<file path="src/rtl/debounce_fsm_pkg.sv">
// Shared state encoding for the switch debouncer and anything that decodes its state.
package debounce_fsm_pkg;

  localparam int unsigned STATE_W = 2;

  typedef enum logic [STATE_W-1:0] {
    ZERO  = 2'b00,
    WAIT1 = 2'b01,
    ONE   = 2'b10,
    WAIT0 = 2'b11
  } state_t;

  // Debounced level is high in the stable-high state and while confirming a release.
  function automatic logic level_of(input state_t s);
    return (s == ONE) || (s == WAIT0);
  endfunction

endpackage

</file>
<file path="src/rtl/debounce_fsm_if.sv">
// Switch-side signal bundle: raw switch in, debounced level and rising tick out.
interface debounce_fsm_if;

  logic sw;
  logic db_level;
  logic db_tick;

  modport master (
    output sw,
    input  db_level,
    input  db_tick
  );

  modport slave (
    input  sw,
    output db_level,
    output db_tick
  );

endinterface

</file>
<file path="src/rtl/debounce_fsm_bit_synchronizer.sv">
// Multi-flop synchroniser for a single asynchronous input bit; STAGES must be at least 2.
module bit_synchronizer #(
  parameter int unsigned STAGES = 2
) (
  input  logic clk,
  input  logic reset,
  input  logic d,
  output logic q
);

  logic [STAGES-1:0] chain;

  always_ff @(posedge clk or posedge reset) begin
    if (reset) begin
      chain <= '0;
    end else begin
      chain <= {chain[STAGES-2:0], d};
    end
  end

  assign q = chain[STAGES-1];

endmodule

</file>
<file path="src/rtl/debounce_fsm.sv">
// Switch debouncer: synchronised input must hold for 2^CNT_W cycles before the level changes;
// a one-cycle Mealy tick marks each accepted rising transition.
module debounce_fsm
  import debounce_fsm_pkg::*;
#(
  parameter int unsigned CNT_W       = 21,
  parameter int unsigned SYNC_STAGES = 2
) (
  input  logic           clk,
  input  logic           reset,
  debounce_fsm_if.slave  bus
);

  logic             sw_s;
  state_t           state_reg;
  state_t           state_next;
  logic [CNT_W-1:0] cnt_reg;
  logic [CNT_W-1:0] cnt_next;
  logic             cnt_zero;
  logic             tick;

  bit_synchronizer #(
    .STAGES(SYNC_STAGES)
  ) u_sync (
    .clk   (clk),
    .reset (reset),
    .d     (bus.sw),
    .q     (sw_s)
  );

  assign cnt_zero = (cnt_reg == '0);

  always_ff @(posedge clk or posedge reset) begin
    if (reset) begin
      state_reg <= ZERO;
      cnt_reg   <= '0;
    end else begin
      state_reg <= state_next;
      cnt_reg   <= cnt_next;
    end
  end

  // Tick depends only on registered state, counter and the synchronised input,
  // so it is glitch-free with respect to the raw switch.
  always_comb begin
    state_next = state_reg;
    cnt_next   = cnt_reg;
    tick       = 1'b0;
    unique case (state_reg)
      ZERO: begin
        if (sw_s) begin
          state_next = WAIT1;
          cnt_next   = '1;
        end
      end
      WAIT1: begin
        if (!sw_s) begin
          state_next = ZERO;
        end else if (cnt_zero) begin
          state_next = ONE;
          tick       = 1'b1;
        end else begin
          cnt_next = cnt_reg - CNT_W'(1);
        end
      end
      ONE: begin
        if (!sw_s) begin
          state_next = WAIT0;
          cnt_next   = '1;
        end
      end
      WAIT0: begin
        if (sw_s) begin
          state_next = ONE;
        end else if (cnt_zero) begin
          state_next = ZERO;
        end else begin
          cnt_next = cnt_reg - CNT_W'(1);
        end
      end
      default: begin
        state_next = ZERO;
      end
    endcase
  end

  assign bus.db_level = level_of(state_reg);
  assign bus.db_tick  = tick;

endmodule

</file>
<file path="src/flat_wrapper.sv">
// flat-port wrapper written by rule: the top's interface ports become plain ports
module debounce_fsm_flat import debounce_fsm_pkg::*;
#(
  parameter int unsigned CNT_W       = 21,
  parameter int unsigned SYNC_STAGES = 2
)
  (clk, reset, bus_sw, bus_db_level, bus_db_tick);
  debounce_fsm_if bus_i ();
  input  logic clk;
  input  logic reset;
  input wire logic [$bits(bus_i.sw)-1:0] bus_sw;
  output wire logic [$bits(bus_i.db_level)-1:0] bus_db_level;
  output wire logic [$bits(bus_i.db_tick)-1:0] bus_db_tick;
  assign bus_i.sw = bus_sw;
  assign bus_db_level = bus_i.db_level;
  assign bus_db_tick = bus_i.db_tick;
  debounce_fsm #(.CNT_W(CNT_W), .SYNC_STAGES(SYNC_STAGES)) u_core (.clk(clk), .reset(reset), .bus(bus_i));
endmodule
</file>
<file path="config.mk">
export PLATFORM = sky130hd
export DESIGN_NAME = debounce_fsm_flat
export DESIGN_NICKNAME = d
export VERILOG_FILES = /design/src/rtl/debounce_fsm_pkg.sv /design/src/rtl/debounce_fsm_if.sv /design/src/rtl/debounce_fsm_bit_synchronizer.sv /design/src/rtl/debounce_fsm.sv /design/src/flat_wrapper.sv
export SDC_FILE = /design/constraint.sdc
export NUM_CORES = 1
export LEC_CHECK = 0
export BUFFER_PORTS_ARGS = -buffer_cell sky130_fd_sc_hd__buf_2
export CAP_MARGIN = 20
export CORE_MARGIN = 4
export CORE_UTILIZATION = 60
export CTS_CLUSTER_SIZE = 28
export DETAILED_ROUTE_END_ITERATION = 16
export HOLD_SLACK_MARGIN = 0.06
export PLACE_DENSITY = 0.89
export SYNTH_ARGS = -nofsm -noshare
export SYNTH_HDL_FRONTEND = slang
export SYNTH_SLANG_ARGS = --single-unit
</file>
<file path="constraint.sdc">
create_clock -name clk -period 2.35 [get_ports clk]
set_clock_uncertainty 0.2 [all_clocks]
set_input_delay 0.3525 -clock clk [delete_from_list [all_inputs] [get_ports clk]]
set_output_delay 0.3525 -clock clk [all_outputs]
set_load 0.1 [all_outputs]
</file>
==> results of run 1 <==
layout by cell type, fill, tap and decap left out, drive strengths merged, types with 2 or more instances in the layout:
cell and n:
dfrtp 25, buf 25, nor2 24, nand2 15, inv 10, nand3 8, a21oi 7, nor3 7
nand4 6, a311oi 6, a211oi 5, o21ai 4, nor3b 4, clkbuf 4, nor4b 3, nor4 3
and4 2, o311a 2, o21a 2, mux2i 2, a2bb2oi 2, ha 2, dlygate4sd3 2, or3 2
where the power goes:
group          switching, mW  total [mW]  internal (mW)
sequential            0.0748       0.558          0.483
combinational         0.0965       0.180         0.0838
clock                  0.132       0.198         0.0663
total                  0.303       0.937          0.634
how the worst min path moves through the flow:
stage | startpoint | endpoint | slack [ns]
after floorplan | u_core.u_sync.chain[0]$_DFF_PP0_ | u_core.u_sync.chain[1]$_DFF_PP0_ | 0.13
after global placement | u_core.u_sync.chain[0]$_DFF_PP0_ | u_core.u_sync.chain[1]$_DFF_PP0_ | 0.14
final | u_core.u_sync.chain[0]$_DFF_PP0_ | u_core.u_sync.chain[1]$_DFF_PP0_ | 0.17
after CTS | u_core.u_sync.chain[0]$_DFF_PP0_ | u_core.u_sync.chain[1]$_DFF_PP0_ | 0.18
after global routing | u_core.u_sync.chain[0]$_DFF_PP0_ | u_core.u_sync.chain[1]$_DFF_PP0_ | 0.18
after detailed placement | u_core.u_sync.chain[0]$_DFF_PP0_ | u_core.u_sync.chain[1]$_DFF_PP0_ | 0.14
final cells by class:
| cell class | instances | area (um2) | share of cell area [%] |
|---|---|---|---|
| sequential | 25 | 625.6 | 34.65 |
| timing repair buffer | 27 | 212.7 | 11.78 |
| tap | 28 | 35.03 | 1.940 |
| inverter | 10 | 37.54 | 2.079 |
| multi-input combinational | 125 | 868.3 | 48.09 |
| clock buffer | 4 | 26.28 | 1.455 |
through the flow:
step           instance area (um2)  std cells  util (%)  hold slack [ns]  setup WS [ns]
4_1_cts                       1739        216     75.71           0.1755        -0.2069
3_3_place_gp                  1660        206     72.28           0.1401         0.1139
6_report                      1805        219     78.59           0.1735        -0.2697
2_1_floorplan                 1521        169         -           0.1312        -0.4399
3_5_place_dp                  1660        206     72.28           0.1444        0.04158
5_1_grt                       1805        219     78.59           0.1778        -0.3697
synthesized netlist by cell type, types with 3 or more instances:
master | n | area (um2)
nor3b_1 | 4 | 30.03
nor3_2 | 3 | 30.03
a311oi_1 | 6 | 52.55
dfrtp_1 | 25 | 625.6
nand4_1 | 6 | 37.54
clkbuf_1 | 8 | 30.03
nand3_1 | 7 | 35.03
o21ai_0 | 4 | 20.02
inv_1 | 10 | 37.54
nor3_1 | 4 | 20.02
nand2_1 | 15 | 56.30
nor2_1 | 24 | 90.09
a211oi_1 | 5 | 37.54
a21oi_1 | 7 | 35.03
worst reg2reg max path, delay by kind of cell, from the launching register on:
| kind | cells | cell delay (ns) |
|---|---|---|
| fa+ha+maj | 1 | 0.19 |
| buf+inv | 1 | 0.07 |
| compound gates | 2 | 0.57 |
| flops | 1 | 0.43 |
| simple gates | 2 | 0.78 |
per-layer routing:
metal	routed length, um	part of all wire [%]	up-vias	GRT usage (%)
met5	0	0	-	0
met4	51	1.2	0	6.291
met3	282	6.9	10	2.673
met2	2103	51	78	43.71
met1	1671	41	714	34.03
li1	-	-	670	-
repair_timing:
action,CTS,global route
endpoints found under the setup margin,1,9
hold endpoints to repair,13,0
gates resized for setup,3,9
pin swaps,2,1
hold buffers,2,0
buffers inserted,4,3
cell families (layout without fill, tap and decap cells):
kind of cell	count (synthesis)	in the layout	share of synthesized area (%)
simple gates	80	80	29.69
compound gates	38	38	18.85
flops	25	25	41.70
buf+inv	19	41	4.837
mux	3	3	2.085
fa+ha+maj	2	2	1.668
xor+xnor	2	2	1.168
==> metrics, run 1 <==
Global Route Usage Sum 25.37%; DR pass1 iterations 4; Pleak 0.6821 nW; CP Capture Type output port; Worst path depth 7; Vias/cell 6.721; synthesized area 1500 um2; fin crit share 111.5%; ys flop type dfrtp_1; violated checks setup timing; async set-or-reset flop fraction in the synthesized netlist 100.0%; CP arrival 2.07 ns; post-DR wirelength/cell 18.76 um; Critical R2R Launch u_core.cnt_reg[1]$_DFFE_PP0P_; Synth Net Count 174; cell-by-cell trace of the critical path inv_2, ha_1, nor4b_4, nand4_1, or2_4, nor3b_4, buf_12; Die H 58.01 um; area grow syn2layout 20.35%; initial antenna violation count 0; Avg Cell Area, Syn 8.877 um2; r2r endpoint u_core.cnt_reg[16]$_DFFE_PP0P_; HPWL Detailed 2572 um; H-Tree Depth 1; Core Region 2297 um2; Setup CP Type reg2out; synth unique cells 46; CP Buf/Inv Count 2; Worst Path Required 1.80 ns; setup violators final 1; Peak VDD IR 0.5366 mV; Total Power 936.6 uW; slowest stage delay, CP 0.43 ns; setup TNS -0.2697 ns; crit path to bus_db_tick; DRC 0; Congestion Overflow GR 0; Slew Limit Fails 0; RSZ-0062 raised after global routing true; die width 58.01 um; share of layout cells above drive strength 1 24.61%; clock-pin transition on the worst setup and hold timing paths 0.15 ns; status finished, violations left; Hold Fails Final Rpt 0; Root Buffer clkbuf_4; CTS Sinks 25; Hold Crit Class reg2reg; Critical Path Source u_core.cnt_reg[1]$_DFFE_PP0P_; Hold Path Depth 0; worst setup margin -0.2697 ns; r2r setup slk 0.01 ns; Post-Route WL 4108 um; Synth Register Bits 25; FP Rows 17; reg2reg path depth 6; first-pass GRT wire length 6644 um; # diodes 0; Clk Latency, worst-skew pair 0.32 ns; Startpoint Class register; Initial Util 65.31%; Routed Antenna Nets 0; MaxCap Viol Count 0; Iter 0 DRT Violations 131; CTS max path bufs 2; register area share after synthesis 41.70%; number of global-route vias before repair 1342; filler cell count 164; TritonCTS Buffers 3; Die ar. 3365 um2; cell count after synthesis 169; placer congestion estimate 0.8533; fmax 381.7 MHz; io pins 5; slew margin rel. 58.56%; max FFs per register 21; Synth Warn # 0; Final min period 2.620 ns; crit-path leading delay family simple AND/OR/NAND/NOR gates; worst slew pin tran 0.6202 ns; largest net degree at the start of global routing 16; port bufs 4; power per cell area 518.8 nW/um2; Layout Nets 197; number of flops mapped to enable cells by yosys 0; via count 1472; CTS tree built; Critical Path Fanout Max 2; Critical-path top delay cell dfrtp_1
Power figures use the tool's default switching activity.
==> inputs of run 2 (changes only) <==
- SYNTH_HIERARCHICAL: default -> 1
==> run 2 against run 1 <==
The flow still finishes with violations (setup timing). Combinational power is essentially flat. Final cell count increased by 6.8%. Critical path depth shrank 1. Sequential power down 7.2%. First-iteration DRC count rose by 23%. Sequential share of layout area is 2.9 points lower.
==> metrics, run 2 <==
status finished, violations left; violated checks setup timing; post-route cell area 1977 um2; Root Buffer clkbuf_4; number of flops mapped to enable cells by yosys 0; Sw Share 30.85%; worst setup margin -0.09077 ns; Critical R2R Launch u_core/cnt_reg[15]$_DFFE_PP0P_; setup violators final 1; Worst path depth 6; crit path to bus_db_tick; io pins 5; DR pass1 iterations 5; async set-or-reset flop fraction in the synthesized netlist 100.0%; reg2reg path depth 6; max FFs per register 21; Core Region 2500 um2; share of layout cells above drive strength 1 30.39%; fmax 409.7 MHz; Clk pwr share 21.6%; met2 GRT Util 44.15%; HPWL Detailed 2910 um; FP Rows 18; r2r setup slk 0.03 ns; Global Route Usage Sum 26.45%; register area share after synthesis 39.18%; Setup CP Type reg2out; slowest stage delay, CP 0.41 ns; initial antenna violation count 0; Initial Util 63.86%; commonest non-fill, non-tap cell in the layout buf_4; Congestion Overflow GR 0; DRC 0; P_int 612.2 uW; synth unique cells 49; Die H 59.59 um; CP Buf/Inv Count 2; CTS max path bufs 2; Layout Nets 210; post-DR wirelength/cell 18.74 um; Critical-path top delay cell dfrtp_1; Slew Limit Fails 0; switching power 273.1 uW; Total Power 885.4 uW; MaxCap Viol Count 0; Startpoint Class register; post-layout util 79.08%; Final min period 2.441 ns; Post-Layout Cell Count 234; grt met1 use 34.71%; Post-Route WL 4385 um; CTS tree built; ys flop type dfrtp_1; top-area cell type share of the netlist area 39.18%; commonest non-fill, non-tap cells in the layout buf_4 (29), dfrtp_1 (23), inv_1 (15); dominant cells by area after synthesis dfrtp_1 (39%), a211oi_1 (3.8%), inv_1 (3.5%), o221ai_1 (3.3%), nand3_1 (2.8%); Commonest cells post-synth dfrtp_1 (25), inv_1 (15), nor2_1 (12); H-Tree Depth 1; Hold Crit Class reg2reg; CP arrival 1.89 ns; port bufs 4; area leader, netlist dfrtp_1; Worst Path Required 1.80 ns; area grow syn2layout 23.82%; placed insts 219; setup TNS -0.09077 ns; Peak VDD IR 0.4822 mV; slew margin rel. 67.69%; GR peak layer met2; largest net degree at the start of global routing 24; Vias/cell 6.893; r2r endpoint u_core/cnt_reg[10]$_DFFE_PP0P_; CTS Sinks 25; fin crit share 103.9%; most common cell in the netlist dfrtp_1; Critical Path Fanout Max 2; cell count after synthesis 174; Synth Net Count 179; grt met3 use 2.397%; crit-path leading delay family simple AND/OR/NAND/NOR gates; TritonCTS Buffers 3; clock-pin transition on the worst setup and hold timing paths 0.13 ns; # diodes 0; Synth Register Bits 25; via count 1613; synthesized area 1597 um2; Routed Antenna Nets 0; power per cell area 447.9 nW/um2; Hold Fails Final Rpt 0; die width 59.59 um; Clk Latency, worst-skew pair 0.31 ns; Critical Path Source u_core/cnt_reg[5]$_DFFE_PP0P_; Synth Warn # 6; Iter 0 DRT Violations 161; cell-by-cell trace of the critical path buf_6, nor4_4, nand4_4, nor2_4, and3b_4, buf_12; worst slew pin tran 0.4879 ns; Avg Cell Area, Syn 9.175 um2; Die ar. 3550 um2; Area after DPL 1817 um2; Seq pwr share 58.5%; Pleak 0.8241 nW; RSZ-0062 raised after global routing true; Gate power share 19.9%; number of global-route vias before repair 1551; CP Capture Type output port; first-pass GRT wire length 7113 um; placer congestion estimate 0.9742
==> run 2: changes by cell type after synthesis, moves of 5 or more <==
cell,delta
nor2_1,-12
nand2_1,-10
o221ai_1,+6
a311oi_1,-5
inv_1,+5
nor4_1,+5
==> run 2: layer usage <==
metal  routed length (um)  up-vias
li1                     -      727
met1                 1724      749
met2                 2143      112
met3                  357       25
met4                  159        0
met5                    0        -
==> run 2: logic make-up after synthesis <==
group / Yosys count / share of synthesized area [%]
AND/OR/NAND/NOR: 72 / 28.68
AO/OA/AOI/OAI: 42 / 19.99
buffers and inverters: 27 / 6.740
flip-flops: 25 / 39.18
multiplexers: 4 / 2.743
XOR/XNOR: 2 / 1.097
adder cells (fa/ha/maj): 2 / 1.567
==> run 2: cell type report <==
class | count | area, um2
Multi-Input combinational cell | 122 | 929.6
Fill cell | 148 | 523.0
Inverter | 16 | 60.06
Timing Repair Buffer | 37 | 295.3
Clock buffer | 4 | 26.28
Tap cell | 30 | 37.54
Sequential cell | 25 | 628.1
==> run 2: repair_timing <==
action / in CTS / in global routing
endpoints found under the setup margin: 2 / 5
cloned: 0 / 0
hold endpoints to repair: 26 / 0
setup buffers: 5 / 4
hold buffers: 2 / 0
pin swaps: 4 / 5
resized for setup: 8 / 2
==> run 2: worst min path at each step <==
stage / start / end / slack (ns) / cells after the start
global placement: reset / u_core/u_sync/chain[0]$_DFF_PP0_ / 0.01 / 2
finish: u_core/u_sync/chain[0]$_DFF_PP0_ / u_core/u_sync/chain[1]$_DFF_PP0_ / 0.17 / 0
detailed placement: reset / u_core/u_sync/chain[0]$_DFF_PP0_ / 0.02 / 2
floorplan: reset / u_core/u_sync/chain[0]$_DFF_PP0_ / -0.11 / 1
global route: u_core/u_sync/chain[0]$_DFF_PP0_ / u_core/u_sync/chain[1]$_DFF_PP0_ / 0.18 / 0
CTS: u_core/u_sync/chain[0]$_DFF_PP0_ / u_core/u_sync/chain[1]$_DFF_PP0_ / 0.18 / 0
==> run 2: stage by stage <==
step | setup WS (ns) | hold slack (ns)
after detailed placement | 0.01615 | 0.02132
after global placement | 0.1336 | 0.009869
after global routing | -0.1405 | 0.1845
final | -0.09077 | 0.1742
after floorplan | 0.005262 | -0.1063
after CTS | -0.08127 | 0.1784
==> run 2: power by group through the flow <==
stage	Sequential [mW]	Combinational, mW	Clock, mW
global route	0.523	0.195	0.214
floorplan	0.506	0.122	0
CTS	0.517	0.164	0.201
global placement	0.519	0.146	0
detailed placement	0.524	0.155	0
finish	0.518	0.177	0.191
